`config.mk`:
```
export PLATFORM = sky130hd
export DESIGN_NAME = thermostat_ctrl
export DESIGN_NICKNAME = d
export VERILOG_FILES = /design/src/rtl/thermostat_pkg.sv /design/src/rtl/bcd3_to_bin.sv /design/src/rtl/thermostat_ctrl.sv
export SDC_FILE = /design/constraint.sdc
export NUM_CORES = 1
export LEC_CHECK = 0
export BUFFER_PORTS_ARGS = -buffer_cell sky130_fd_sc_hd__buf_2
export CORE_MARGIN = 8
export CORE_UTILIZATION = 55
export DETAILED_ROUTE_END_ITERATION = 8
export PLACE_DENSITY = 0.76
export REMOVE_ABC_BUFFERS = 1
export SLEW_MARGIN = 0
export SYNTH_ARGS = -nofsm -noshare
export SYNTH_HDL_FRONTEND = slang
export SYNTH_SLANG_ARGS = --single-unit
```
`constraint.sdc`:
```
create_clock -name clk -period 3.6 [get_ports clk]
set_input_delay 0.72 -clock clk [delete_from_list [all_inputs] [get_ports clk]]
set_output_delay 0.72 -clock clk [all_outputs]
set_load 0.005 [all_outputs]
```
`src/rtl/thermostat_pkg.sv`:
```
// Shared types and constants for the thermostat controller and its helpers.
package thermostat_pkg;
    localparam int         TEMP_W  = 10;
    localparam logic [3:0] BCD_MAX = 4'd9;

    typedef enum logic [1:0] {
        MODE_IDLE    = 2'd0,
        MODE_HEAT    = 2'd1,
        MODE_COOL    = 2'd2,
        MODE_LOCKOUT = 2'd3
    } mode_e;
endpackage

```
`src/rtl/bcd3_to_bin.sv`:
```
// Combinational 3-digit BCD to binary conversion with a digit-valid flag.
module bcd3_to_bin
    import thermostat_pkg::*;
(
    input  logic [3:0]        huns_i,
    input  logic [3:0]        tens_i,
    input  logic [3:0]        ones_i,
    output logic [TEMP_W-1:0] bin_o,
    output logic              valid_o
);
    assign valid_o = (huns_i <= BCD_MAX) && (tens_i <= BCD_MAX) && (ones_i <= BCD_MAX);

    // Result is only meaningful when valid_o is set; 999 fits in TEMP_W bits.
    assign bin_o = (TEMP_W'(huns_i) * TEMP_W'(100))
                 + (TEMP_W'(tens_i) * TEMP_W'(10))
                 + TEMP_W'(ones_i);
endmodule

```
`src/rtl/thermostat_ctrl.sv`:
```
// Hysteresis heat/cool controller with setpoint capture, minimum-run and lockout timing.
module thermostat_ctrl
    import thermostat_pkg::*;
#(
    parameter int HYST             = 2,
    parameter int MIN_RUN          = 8,
    parameter int LOCKOUT_CYC      = 16,
    parameter int DEFAULT_SETPOINT = 72,
    parameter int CNT_W            = 16
) (
    input  logic              clk,
    input  logic              rst,
    input  logic [1:0]        entry_state,
    input  logic [3:0]        set_huns,
    input  logic [3:0]        set_tens,
    input  logic [3:0]        set_ones,
    input  logic [TEMP_W-1:0] sensor_temp,
    input  logic              sensor_valid,
    output logic              heat,
    output logic              cool,
    output logic [1:0]        mode,
    output logic [TEMP_W-1:0] setpoint_bin,
    output logic              setpoint_err
);
    localparam logic [CNT_W-1:0]  RUN_LAST  = CNT_W'(MIN_RUN - 1);
    localparam logic [CNT_W-1:0]  LOCK_LAST = CNT_W'(LOCKOUT_CYC - 1);
    localparam logic signed [10:0] HYST_S   = 11'(HYST);

    logic [TEMP_W-1:0] conv_bin;
    logic              conv_valid;

    bcd3_to_bin u_conv (
        .huns_i  (set_huns),
        .tens_i  (set_tens),
        .ones_i  (set_ones),
        .bin_o   (conv_bin),
        .valid_o (conv_valid)
    );

    mode_e             state_q, state_d;
    logic [CNT_W-1:0]  cnt_q, cnt_d, cnt_inc;
    logic [TEMP_W-1:0] setpoint_q, setpoint_d;
    logic [TEMP_W-1:0] temp_q;
    logic              temp_known_q;
    logic              err_q, err_d;
    logic              err_seen_q, err_seen_d;
    logic              heat_q, cool_q;
    logic              entry_idle;

    assign entry_idle = (entry_state == 2'd0);

    // The error pulse fires once per idle period; leaving idle re-arms it.
    always_comb begin
        setpoint_d = setpoint_q;
        err_d      = 1'b0;
        err_seen_d = 1'b0;
        if (entry_idle) begin
            err_seen_d = err_seen_q | ~conv_valid;
            err_d      = ~conv_valid & ~err_seen_q;
            if (conv_valid) begin
                setpoint_d = conv_bin;
            end
        end
    end

    // Signed 11-bit so that setpoint - HYST can go negative without wrapping.
    logic signed [10:0] t_s, s_s, lo_s, hi_s;
    assign t_s  = $signed({1'b0, temp_q});
    assign s_s  = $signed({1'b0, setpoint_q});
    assign lo_s = s_s - HYST_S;
    assign hi_s = s_s + HYST_S;

    assign cnt_inc = (cnt_q == {CNT_W{1'b1}}) ? cnt_q : cnt_q + 1'b1;

    always_comb begin
        state_d = state_q;
        cnt_d   = cnt_inc;
        case (state_q)
            MODE_IDLE: begin
                cnt_d = '0;
                if (temp_known_q && (t_s < lo_s)) begin
                    state_d = MODE_HEAT;
                end else if (temp_known_q && (t_s > hi_s)) begin
                    state_d = MODE_COOL;
                end
            end
            MODE_HEAT: begin
                if ((t_s >= s_s) && (cnt_q >= RUN_LAST)) begin
                    state_d = MODE_LOCKOUT;
                    cnt_d   = '0;
                end
            end
            MODE_COOL: begin
                if ((t_s <= s_s) && (cnt_q >= RUN_LAST)) begin
                    state_d = MODE_LOCKOUT;
                    cnt_d   = '0;
                end
            end
            MODE_LOCKOUT: begin
                if (cnt_q == LOCK_LAST) begin
                    state_d = MODE_IDLE;
                    cnt_d   = '0;
                end
            end
            default: begin
                state_d = MODE_IDLE;
                cnt_d   = '0;
            end
        endcase
    end

    always_ff @(posedge clk or posedge rst) begin
        if (rst) begin
            state_q      <= MODE_IDLE;
            cnt_q        <= '0;
            setpoint_q   <= TEMP_W'(DEFAULT_SETPOINT);
            temp_q       <= '0;
            temp_known_q <= 1'b0;
            err_q        <= 1'b0;
            err_seen_q   <= 1'b0;
            heat_q       <= 1'b0;
            cool_q       <= 1'b0;
        end else begin
            state_q    <= state_d;
            cnt_q      <= cnt_d;
            setpoint_q <= setpoint_d;
            err_q      <= err_d;
            err_seen_q <= err_seen_d;
            heat_q     <= (state_d == MODE_HEAT);
            cool_q     <= (state_d == MODE_COOL);
            if (sensor_valid) begin
                temp_q       <= sensor_temp;
                temp_known_q <= 1'b1;
            end
        end
    end

    assign heat         = heat_q;
    assign cool         = cool_q;
    assign mode         = state_q;
    assign setpoint_bin = setpoint_q;
    assign setpoint_err = err_q;
endmodule

```
==> impl_metrics.tcl, run 1 <==
set metrics [dict create \
    max_slew_margin_pct 53.6 \
    reg2reg_slack_ns 0.75 \
    antenna_cells 0 \
    tightest_slew_ns 0.691 \
    dr_total_vias 2840 \
    cts_tree "built" \
    die_w_um 96.4 \
    cts_buffers 5 \
    p_leak_nw 1.90 \
    wire_per_inst_um 15.2 \
    synth_cells 374 \
    post-route-min-period_ns 3.24 \
    path_cells "buf_2 > ha_1 > ha_1 > fa_1 > xor2_1 > ha_1 > ha_1 > o21a_1 > o31a_1 > o41ai_1 > xnor2_1 > o21ai_0" \
    status "finished, violations left" \
    dp_hpwl_um 6000 \
    setup_ws_ns 0.356 \
    ys_seq_area_share_pct 30.3 \
    synth_edf_count 0 \
    cpPeakStageDelay_ns 0.38 \
    drc 2 \
    hold_path_end "setpoint_err" \
    drt.antenna.violating_nets 0 \
    port_buffers 41 \
    grt_pass1_vias 2846 \
    drive_above_1_share_pct 19.8 \
    first_iter_violations 148 \
    die-area_mm2 0.00930 \
    timing_hold_violations_final 0 \
    clk_pin_slew_ns 0.08 \
    postCtsHoldBufs 0 \
    holdWs_ns 0.461 \
    layout_commonest_cell "ha_1" \
    clk_latency_ns 0.30 \
    reg2reg_to "cool" \
    cts-resized-gates 0 \
    ys_types 49 \
    grt_setup_unrepaired "false" \
    grt_max_degree 44 \
    min_period_over_period_pct 90.1 \
    rr_worst_depth 10 \
    reg2reg_from "setpoint_bin[3]" \
    synth_area_mm2 0.00356 \
    drv_slew 0 \
    maxCapViolations 0 \
    hold_class "flop to flop" \
    path_max_fanout 3 \
    synth_ff_type "dfrtp_1" \
    dr.pass1.iters 6 \
    layout_common_cells "56 x ha_1, 41 x dfrtp_1, 41 x buf_2" \
    ys_warn_count 0 \
    grt_pass1_wl_um 12800 \
    root_buffer "clkbuf_8" \
    nNetsFinal 506 \
    grt_antenna_before_repair 0 \
    clkSinkCount 43 \
    ir_drop_mv 0.341 \
    viasPerCell 5.73 \
    setup-violations-final 0 \
    max_freq_mhz 308 \
    ys_async_sr_fraction_pct 100 \
    place.gp.congestion 0.902 \
    clk_path_buf_depth 2 \
    slowest_stage "fa_1" \
    postRouteWirelength_um 7530 \
    ios 42 \
    ys_seq_elements 43 \
    arrival_ns 3.40 \
    die_h_um 96.4 \
    rows 29 \
    hold_depth 1 \
    power_density_mw_per_mm2 578 \
    crit_type "input port to flop" \
    coreArea_mm2 0.00631 \
    cp-end-kind "flop" \
    cts_setup_buffers 0 \
    initial_core_util_pct 56.3 \
    holdCritStartpoint "err_seen_q" \
    fin_tns_setup_ns 0 \
    clock_skew_ns 0.0107 \
    grt_usage_pct 17.3 \
    start_kind "input port" \
    cts_max_level 2 \
    area_delta_synth_final_pct 10.4 \
    syn_area_per_cell_um2 9.51 \
    dp_slack_ns 0.101 \
    required_ns 3.75 \
    gr-total-overflow 0 \
    violations "design-rule violations" \
    cpMostUsedCell "ha_1" \
]
==> cells in the mapped netlist, types with 7 or more instances <==
cell / number / area share (%)
inv_1: 32 / 3.4
nand3_1: 17 / 2.4
dfrtp_1: 41 / 29
nor2b_1: 8 / 1.4
nand2_1: 26 / 2.7
a21oi_1: 18 / 2.5
o21ai_0: 19 / 2.7
mux2_2: 12 / 3.8
nor2_1: 20 / 2.1
nor2_2: 9 / 1.6
xor2_1: 15 / 3.7
xnor2_1: 19 / 4.7
nor3_1: 7 / 0.98
ha_1: 56 / 20
==> stage by stage <==
| step | cells | cell area (um^2) | util, % | power, mW |
|---|---|---|---|---|
| 2_1_floorplan | 368 | 3530 | - | 1.62 |
| 3_3_place_gp | 488 | 3840 | 60.9 | 1.91 |
| 3_5_place_dp | 488 | 3840 | 60.9 | 1.97 |
| 4_1_cts | 496 | 3930 | 62.2 | 2.28 |
| 5_1_grt | 496 | 3930 | 62.2 | 2.49 |
| 6_report | 496 | 3930 | 62.2 | 2.27 |
==> worst max path at each step <==
stage,start,end
2_1_floorplan,set_tens[1],setpoint_bin[9]
3_5_place_dp,set_tens[1],setpoint_bin[9]
6_report,set_tens[1],setpoint_bin[9]
3_3_place_gp,set_tens[1],setpoint_bin[9]
5_1_grt,set_tens[1],setpoint_bin[9]
4_1_cts,set_tens[1],setpoint_bin[9]
==> flip-flops by register name, summed over array words and instances (netlist names) <==
signal        flops
temp_q           10
temp_known_q      1
cool              1
heat              1
setpoint_bin     10
setpoint_err      1
cnt_q            16
err_seen_q        1
mode              2
==> logic make-up after synthesis <==
group	share of synthesized area (%)
fa+ha+maj	22.5
compound gates	11.6
xor+xnor	8.37
simple gates	18.6
flops	30.3
buf+inv	4.22
mux	4.36
==> where the power goes <==
| part | internal, mW | switching (mW) | total [mW] |
|---|---|---|---|
| logic | 0.553 | 0.650 | 1.20 |
| clock network | 0.136 | 0.167 | 0.303 |
| registers | 0.596 | 0.167 | 0.763 |
| total | 1.28 | 0.984 | 2.27 |
==> per-layer routing <==
metal | vias up | global-route usage [%] | share of wire (%)
met3 | 11 | 2.86 | 5.4
met4 | 0 | 5.80 | 1.9
met2 | 79 | 28.4 | 46
met1 | 1351 | 22.6 | 47
li1 | 1399 | - | -
met5 | - | 0 | 0
==> worst max-delay path, delay by kind of cell <==
family	cells	cell delay (ns)
fa+ha+maj	5	1.55
compound gates	4	0.66
xor+xnor	2	0.34
buf+inv	1	0.12
==> area by class of cell <==
cell class | count | area (um^2)
clock buffers | 6 | 72.6
clock inverters | 2 | 12.5
inverters | 32 | 120
well taps | 77 | 96.3
fillers | 574 | 2380
multi-input cells | 293 | 2330
repair buffers | 43 | 220
flip-flops and latches | 43 | 1080
No activity file was read; power rests on OpenSTA's default activity.
==> run 2: changes to the inputs <==
Settings changed: CTS_CLUSTER_DIAMETER set to 50, GPL_TIMING_DRIVEN set to 0.
==> run 2 against run 1 <==
  * The flow now finishes without violations
  * Cell area fell by 0.38%
  * Critical endpoint unchanged
  * Non-clock buffer count decreased by 2
  * Routed wire length shrank 1.9%
  * Register-to-register slack got worse by 0.22 ns
  * Cell count shrank 0.40%
==> impl_metrics.tcl, run 2 (synthesis results as in run 1) <==
set metrics [dict create \
    status "finished, final reports clean" \
    hold_path_end "setpoint_err" \
    drc 0 \
    place.gp.congestion 0.879 \
    postRouteWirelength_um 7390 \
    power_density_mw_per_mm2 574 \
    layout_commonest_cell "ha_1" \
    rr_worst_depth 8 \
    drv_slew 0 \
    grt_setup_unrepaired "false" \
    grt_max_degree 44 \
    use_met1_pct 21.2 \
    reg2reg_slack_ns 0.53 \
    clock_skew_ns 0.00706 \
    area_delta_synth_final_pct 10.0 \
    grt_use_met3_pct 2.40 \
    busiest_layer "met2" \
    port_buffers 41 \
    dp_hpwl_um 6020 \
    top_register "cnt_q" \
    required_ns 3.76 \
    root_buffer "clkbuf_8" \
    arrival_ns 3.42 \
    antenna_cells 0 \
    crit_type "input port to flop" \
    coreArea_mm2 0.00631 \
    cts_buffers 5 \
    drive_above_1_share_pct 19.7 \
    cts-resized-gates 0 \
    die_h_um 96.4 \
    min_period_over_period_pct 90.6 \
    start_kind "input port" \
    ir_drop_mv 0.294 \
    use_met2_pct 29.1 \
    reg2reg_from "setpoint_bin[3]" \
    drt.antenna.violating_nets 0 \
    clkSinkCount 43 \
    grt_pass1_wl_um 12400 \
    post-route-min-period_ns 3.26 \
    clk_pin_slew_ns 0.09 \
    fillerInstances 542 \
    grt_usage_pct 16.9 \
    max_freq_mhz 307 \
    viasPerCell 5.64 \
    cts_tree "built" \
    reg2reg_to "cnt_q[2]" \
    fin_tns_setup_ns 0 \
    die-area_mm2 0.00930 \
    max_slew_margin_pct 37.4 \
    tightest_slew_ns 0.937 \
    dr_total_vias 2785 \
    largest_register_ffs 16 \
    maxCapViolations 0 \
    clk_path_buf_depth 2 \
    p_leak_nw 1.89 \
    wire_per_inst_um 15.0 \
    ios 42 \
    setup-violations-final 0 \
    postCtsHoldBufs 0 \
    rows 29 \
    gr-total-overflow 0 \
    hold_depth 1 \
    die_w_um 96.4 \
    holdCritStartpoint "err_seen_q" \
    path_max_fanout 3 \
    dr.pass1.iters 4 \
    first_iter_violations 119 \
    cts_max_level 2 \
    layout_common_cells "56 x ha_1, 41 x dfrtp_1, 41 x buf_2" \
    initial_core_util_pct 56.3 \
    cts_setup_buffers 0 \
    timing_hold_violations_final 0 \
    nNetsFinal 504 \
    holdWs_ns 0.450 \
    hold_class "flop to flop" \
    grt_antenna_before_repair 0 \
    grt_pass1_vias 2768 \
    cp-end-kind "flop" \
    clk_latency_ns 0.30 \
]
==> run 2: cell count changes in the layout (fill, tap and decap cells not counted) <==
cell      previous run  this run
buf_4                2         0
clkinv_1             1         0
inv_2                0         1
==> run 2: routing by layer <==
layer	routed length (um)	vias to the layer above	share of wire, %
met5	0	-	0
met4	129	0	1.7
met3	351	10	4.8
met2	3500	61	47
met1	3410	1317	46
li1	-	1397	-
==> run 2: how the worst max path moves through the flow <==
stage                            from               to  depth (start not counted)
after floorplan           set_tens[1]  setpoint_bin[9]                         11
after global placement    set_tens[1]  setpoint_bin[9]                         12
after detailed placement  set_tens[1]  setpoint_bin[9]                         12
after CTS                 set_tens[1]  setpoint_bin[9]                         12
after global routing      set_tens[1]  setpoint_bin[9]                         12
final                     set_tens[1]  setpoint_bin[9]                         12
==> run 2: worst max-delay path: stages <==
cell,delay (ns)
buf_2,0.12
ha_1,0.29
ha_1,0.23
fa_1,0.39
xor2_1,0.18
ha_1,0.30
ha_1,0.34
o21a_1,0.12
o31a_1,0.11
o41ai_1,0.35
xnor2_1,0.17
o21ai_0,0.08
==> run 2: cell type report <==
class                   count  area (um^2)  share of cell area, %
flip-flops and latches     43         1080                   27.6
clock buffers               6         72.6                   1.85
well taps                  77         96.3                   2.46
repair buffers             41          205                   5.24
multi-input cells         293         2330                   59.5
clock inverters             2         12.5                  0.320
inverters                  32          120                   3.07
==> run 2: report_power, final <==
part / switching (mW) / internal [mW]
logic: 0.637 / 0.545
registers: 0.164 / 0.596
clock network: 0.170 / 0.136
==> run 2: stage by stage <==
step | total power, mW | cell area (um^2) | std cells | setup slack [ns] | utilization, %
after floorplan | 1.62 | 3530 | 368 | 0.383 | -
after global placement | 1.90 | 3830 | 486 | 0.0838 | 60.6
after detailed placement | 1.95 | 3830 | 486 | 0.0261 | 60.6
after CTS | 2.27 | 3910 | 494 | 0.326 | 62.0
after global routing | 2.47 | 3910 | 494 | 0.221 | 62.0
final | 2.25 | 3910 | 494 | 0.339 | 62.0
==> run 3: changes to the inputs <==
Settings changed: ABC_AREA set to 1.
==> run 3 against run 2 <==
  * Synthesized area rose by 7.1%
  * Setup slack improved by 0.15 ns
  * Sequential cell count did not move
  * Global-route usage rose by 0.61 points
  * Combinational power barely moved
  * Largest cell class unchanged
  * Largest power group unchanged
==> impl_metrics.tcl, run 3 <==
set metrics [dict create \
    slowest_stage "fa_1" \
    synth_edf_count 0 \
    setup_ws_ns 0.490 \
    ys_warn_count 0 \
    arrival_ns 3.31 \
    port_buffers 41 \
    reg2reg_from "setpoint_bin[1]" \
    grt_setup_unrepaired "false" \
    die_w_um 99.2 \
    power_mw 2.19 \
    fillerInstances 623 \
    grt_usage_pct 17.5 \
    crit_type "input port to flop" \
    gr-total-overflow 0 \
    wire_per_inst_um 13.3 \
    setup-violations-final 0 \
    power_frac_comb_pct 53.0 \
    synth_area_mm2 0.00381 \
    drt.antenna.violating_nets 0 \
    max_freq_mhz 322 \
    hold_depth 1 \
    critPathBufInv 1 \
    cts_max_level 2 \
    dr.pass1.iters 6 \
    fin_tns_setup_ns 0 \
    cts_buffers 5 \
    viasPerCell 5.36 \
    root_buffer "clkbuf_8" \
    ys_types 43 \
    maxCapViolations 0 \
    initial_core_util_pct 56.4 \
    nNetsFinal 618 \
    holdCritStartpoint "err_seen_q" \
    required_ns 3.80 \
    dp_slack_ns 0.183 \
    rr_worst_depth 14 \
    path_cells "buf_2 > ha_1 > ha_1 > fa_1 > xor2_1 > ha_1 > ha_1 > a21oi_1 > o221ai_1 > or2_2 > nand3_1 > nand2_1" \
    die-area_mm2 0.00984 \
    grt_pass1_wl_um 14200 \
    layout_commonest_cell "nand2_1" \
    sw_frac_of_total_pct 45.9 \
    power_density_mw_per_mm2 525 \
    cts-resized-gates 0 \
    synth_top_cell_by_area "dfrtp_1" \
    grt_antenna_before_repair 0 \
    seqPwrFrac_pct 32.2 \
    status "finished, final reports clean" \
    synth.top_cell.area_share_pct 26.9 \
    grt_max_degree 44 \
    top_register "cnt_q" \
    clkPwrFrac_pct 14.9 \
    clock_skew_ns 0.0116 \
    drive_above_1_share_pct 16.2 \
    grt_pass1_vias 3285 \
    largest_register_ffs 16 \
    yosysMostFrequentCell "nand2_1" \
    area_delta_synth_final_pct 9.33 \
    timing_hold_violations_final 0 \
    drv_slew 0 \
    layout_common_cells "133 x nand2_1, 56 x inv_1, 56 x ha_1" \
    hold_class "flop to flop" \
    tightest_slew_ns 0.919 \
    rows 30 \
    p_int_mw 1.18 \
    die_h_um 99.2 \
    synthTopCellsByArea "dfrtp_1 27%, ha_1 18%, nand2_1 13%, inv_1 5.6%, nor2_1 3.7%" \
    place.gp.congestion 0.856 \
    antenna_cells 0 \
    reg2reg_to "cool" \
    postRouteWirelength_um 8150 \
    start_kind "input port" \
    cp-end-kind "flop" \
    yosys-top-cells-count "133 x nand2_1, 57 x inv_1, 56 x ha_1, 41 x dfrtp_1, 38 x nor2_1" \
    critPathTopFamily "adder cells" \
    clk_pin_slew_ns 0.10 \
    syn_area_per_cell_um2 7.82 \
    clk_latency_ns 0.31 \
    path_max_fanout 5 \
    postCtsHoldBufs 0 \
    clkSinkCount 43 \
    dp_hpwl_um 6580 \
    drc 0 \
    coreArea_mm2 0.00676 \
    synth_cells 487 \
    clk_path_buf_depth 2 \
    first_iter_violations 146 \
    post-route-min-period_ns 3.11 \
    max_slew_margin_pct 38.7 \
    cts_setup_buffers 0 \
    ios 42 \
    min_period_over_period_pct 86.4 \
    cpPeakStageDelay_ns 0.38 \
    ir_drop_mv 0.290 \
    cpMostUsedCell "ha_1" \
    p_leak_nw 2.23 \
    dr_total_vias 3273 \
    cts_tree "built" \
    cp_num_cells 12 \
    ys_async_sr_fraction_pct 100 \
    hold_path_end "setpoint_err" \
    ys_seq_area_share_pct 28.3 \
    reg2reg_slack_ns 0.90 \
    synth_ff_type "dfrtp_1" \
    p_switching_mw 1.00 \
    ys_seq_elements 43 \
]
-- run 3: cell count changes after synthesis, moves of 7 or more --
cell / previous run / this run
nand2_1: 26 / 133
inv_1: 32 / 57
nor2_1: 20 / 38
xnor2_1: 19 / 6
mux2_2: 12 / 0
nor2b_1: 8 / 0
a21oi_1: 18 / 25
-- run 3: final cells by class --
class | instances | area [um^2] | share of cell area [%]
flip-flops and latches | 43 | 1080 | 25.9
well taps | 80 | 100 | 2.40
inverters | 64 | 240 | 5.77
clock buffers | 5 | 68.8 | 1.65
multi-input cells | 375 | 2450 | 58.8
repair buffers | 41 | 205 | 4.93
clock inverters | 3 | 23.8 | 0.571
-- run 3: per-layer routing --
metal,routed length [um],share of wire [%],up-vias,global-route usage (%)
met5,0,0,-,0
met4,120,1.5,0,6.40
met3,295,3.6,7,3.35
met2,4170,51,53,30.6
met1,3560,44,1532,20.7
li1,-,-,1681,-
-- run 3: worst register-to-register path: stages, from the launching register on --
cell     delay (ns)
dfrtp_1        0.49
inv_1          0.22
ha_1           0.24
nand2_1        0.07
nor2_1         0.25
nand4_1        0.15
xor2_1         0.18
ha_1           0.18
or2_2          0.29
a21oi_1        0.12
nand2_1        0.10
nand2_1        0.08
inv_1          0.05
a21oi_2        0.11
nor2_1         0.06
-- run 3: worst max-delay path by stage --
stage	to	slack, ns	from
after global placement	setpoint_bin[9]	0.20	set_tens[1]
after detailed placement	setpoint_bin[9]	0.18	set_tens[1]
after global routing	setpoint_bin[9]	0.30	set_tens[1]
after CTS	setpoint_bin[9]	0.49	set_tens[1]
after floorplan	setpoint_bin[9]	0.45	set_tens[1]
final	setpoint_bin[9]	0.49	set_tens[1]
-- run 3: metrics by stage --
step / instances / hold slack, ns / util [%] / area [um^2]
after floorplan: 482 / 0.396 / - / 3770
after global placement: 603 / 0.407 / 60.3 / 4070
after detailed placement: 603 / 0.413 / 60.3 / 4070
after CTS: 611 / 0.418 / 61.6 / 4160
after global routing: 611 / 0.437 / 61.6 / 4160
final: 611 / 0.419 / 61.6 / 4160
-- run 3: power groups by stage --
stage | Combinational, mW | Sequential, mW | Clock [mW]
after floorplan | 0.857 | 0.689 | 0
after CTS | 1.17 | 0.706 | 0.334
final | 1.16 | 0.703 | 0.325
after global placement | 1.11 | 0.713 | 0
after detailed placement | 1.16 | 0.715 | 0
after global routing | 1.34 | 0.723 | 0.350
-- run 3: logic make-up (layout without fill, tap and decap cells) --
group,after synthesis,after routing,share of synthesized area [%]
fa+ha+maj,61,61,21.0
xor+xnor,23,23,5.49
mux,1,1,0.263
simple gates,228,228,27.3
buf+inv,69,113,7.42
flops,43,43,28.3
compound gates,62,62,10.2
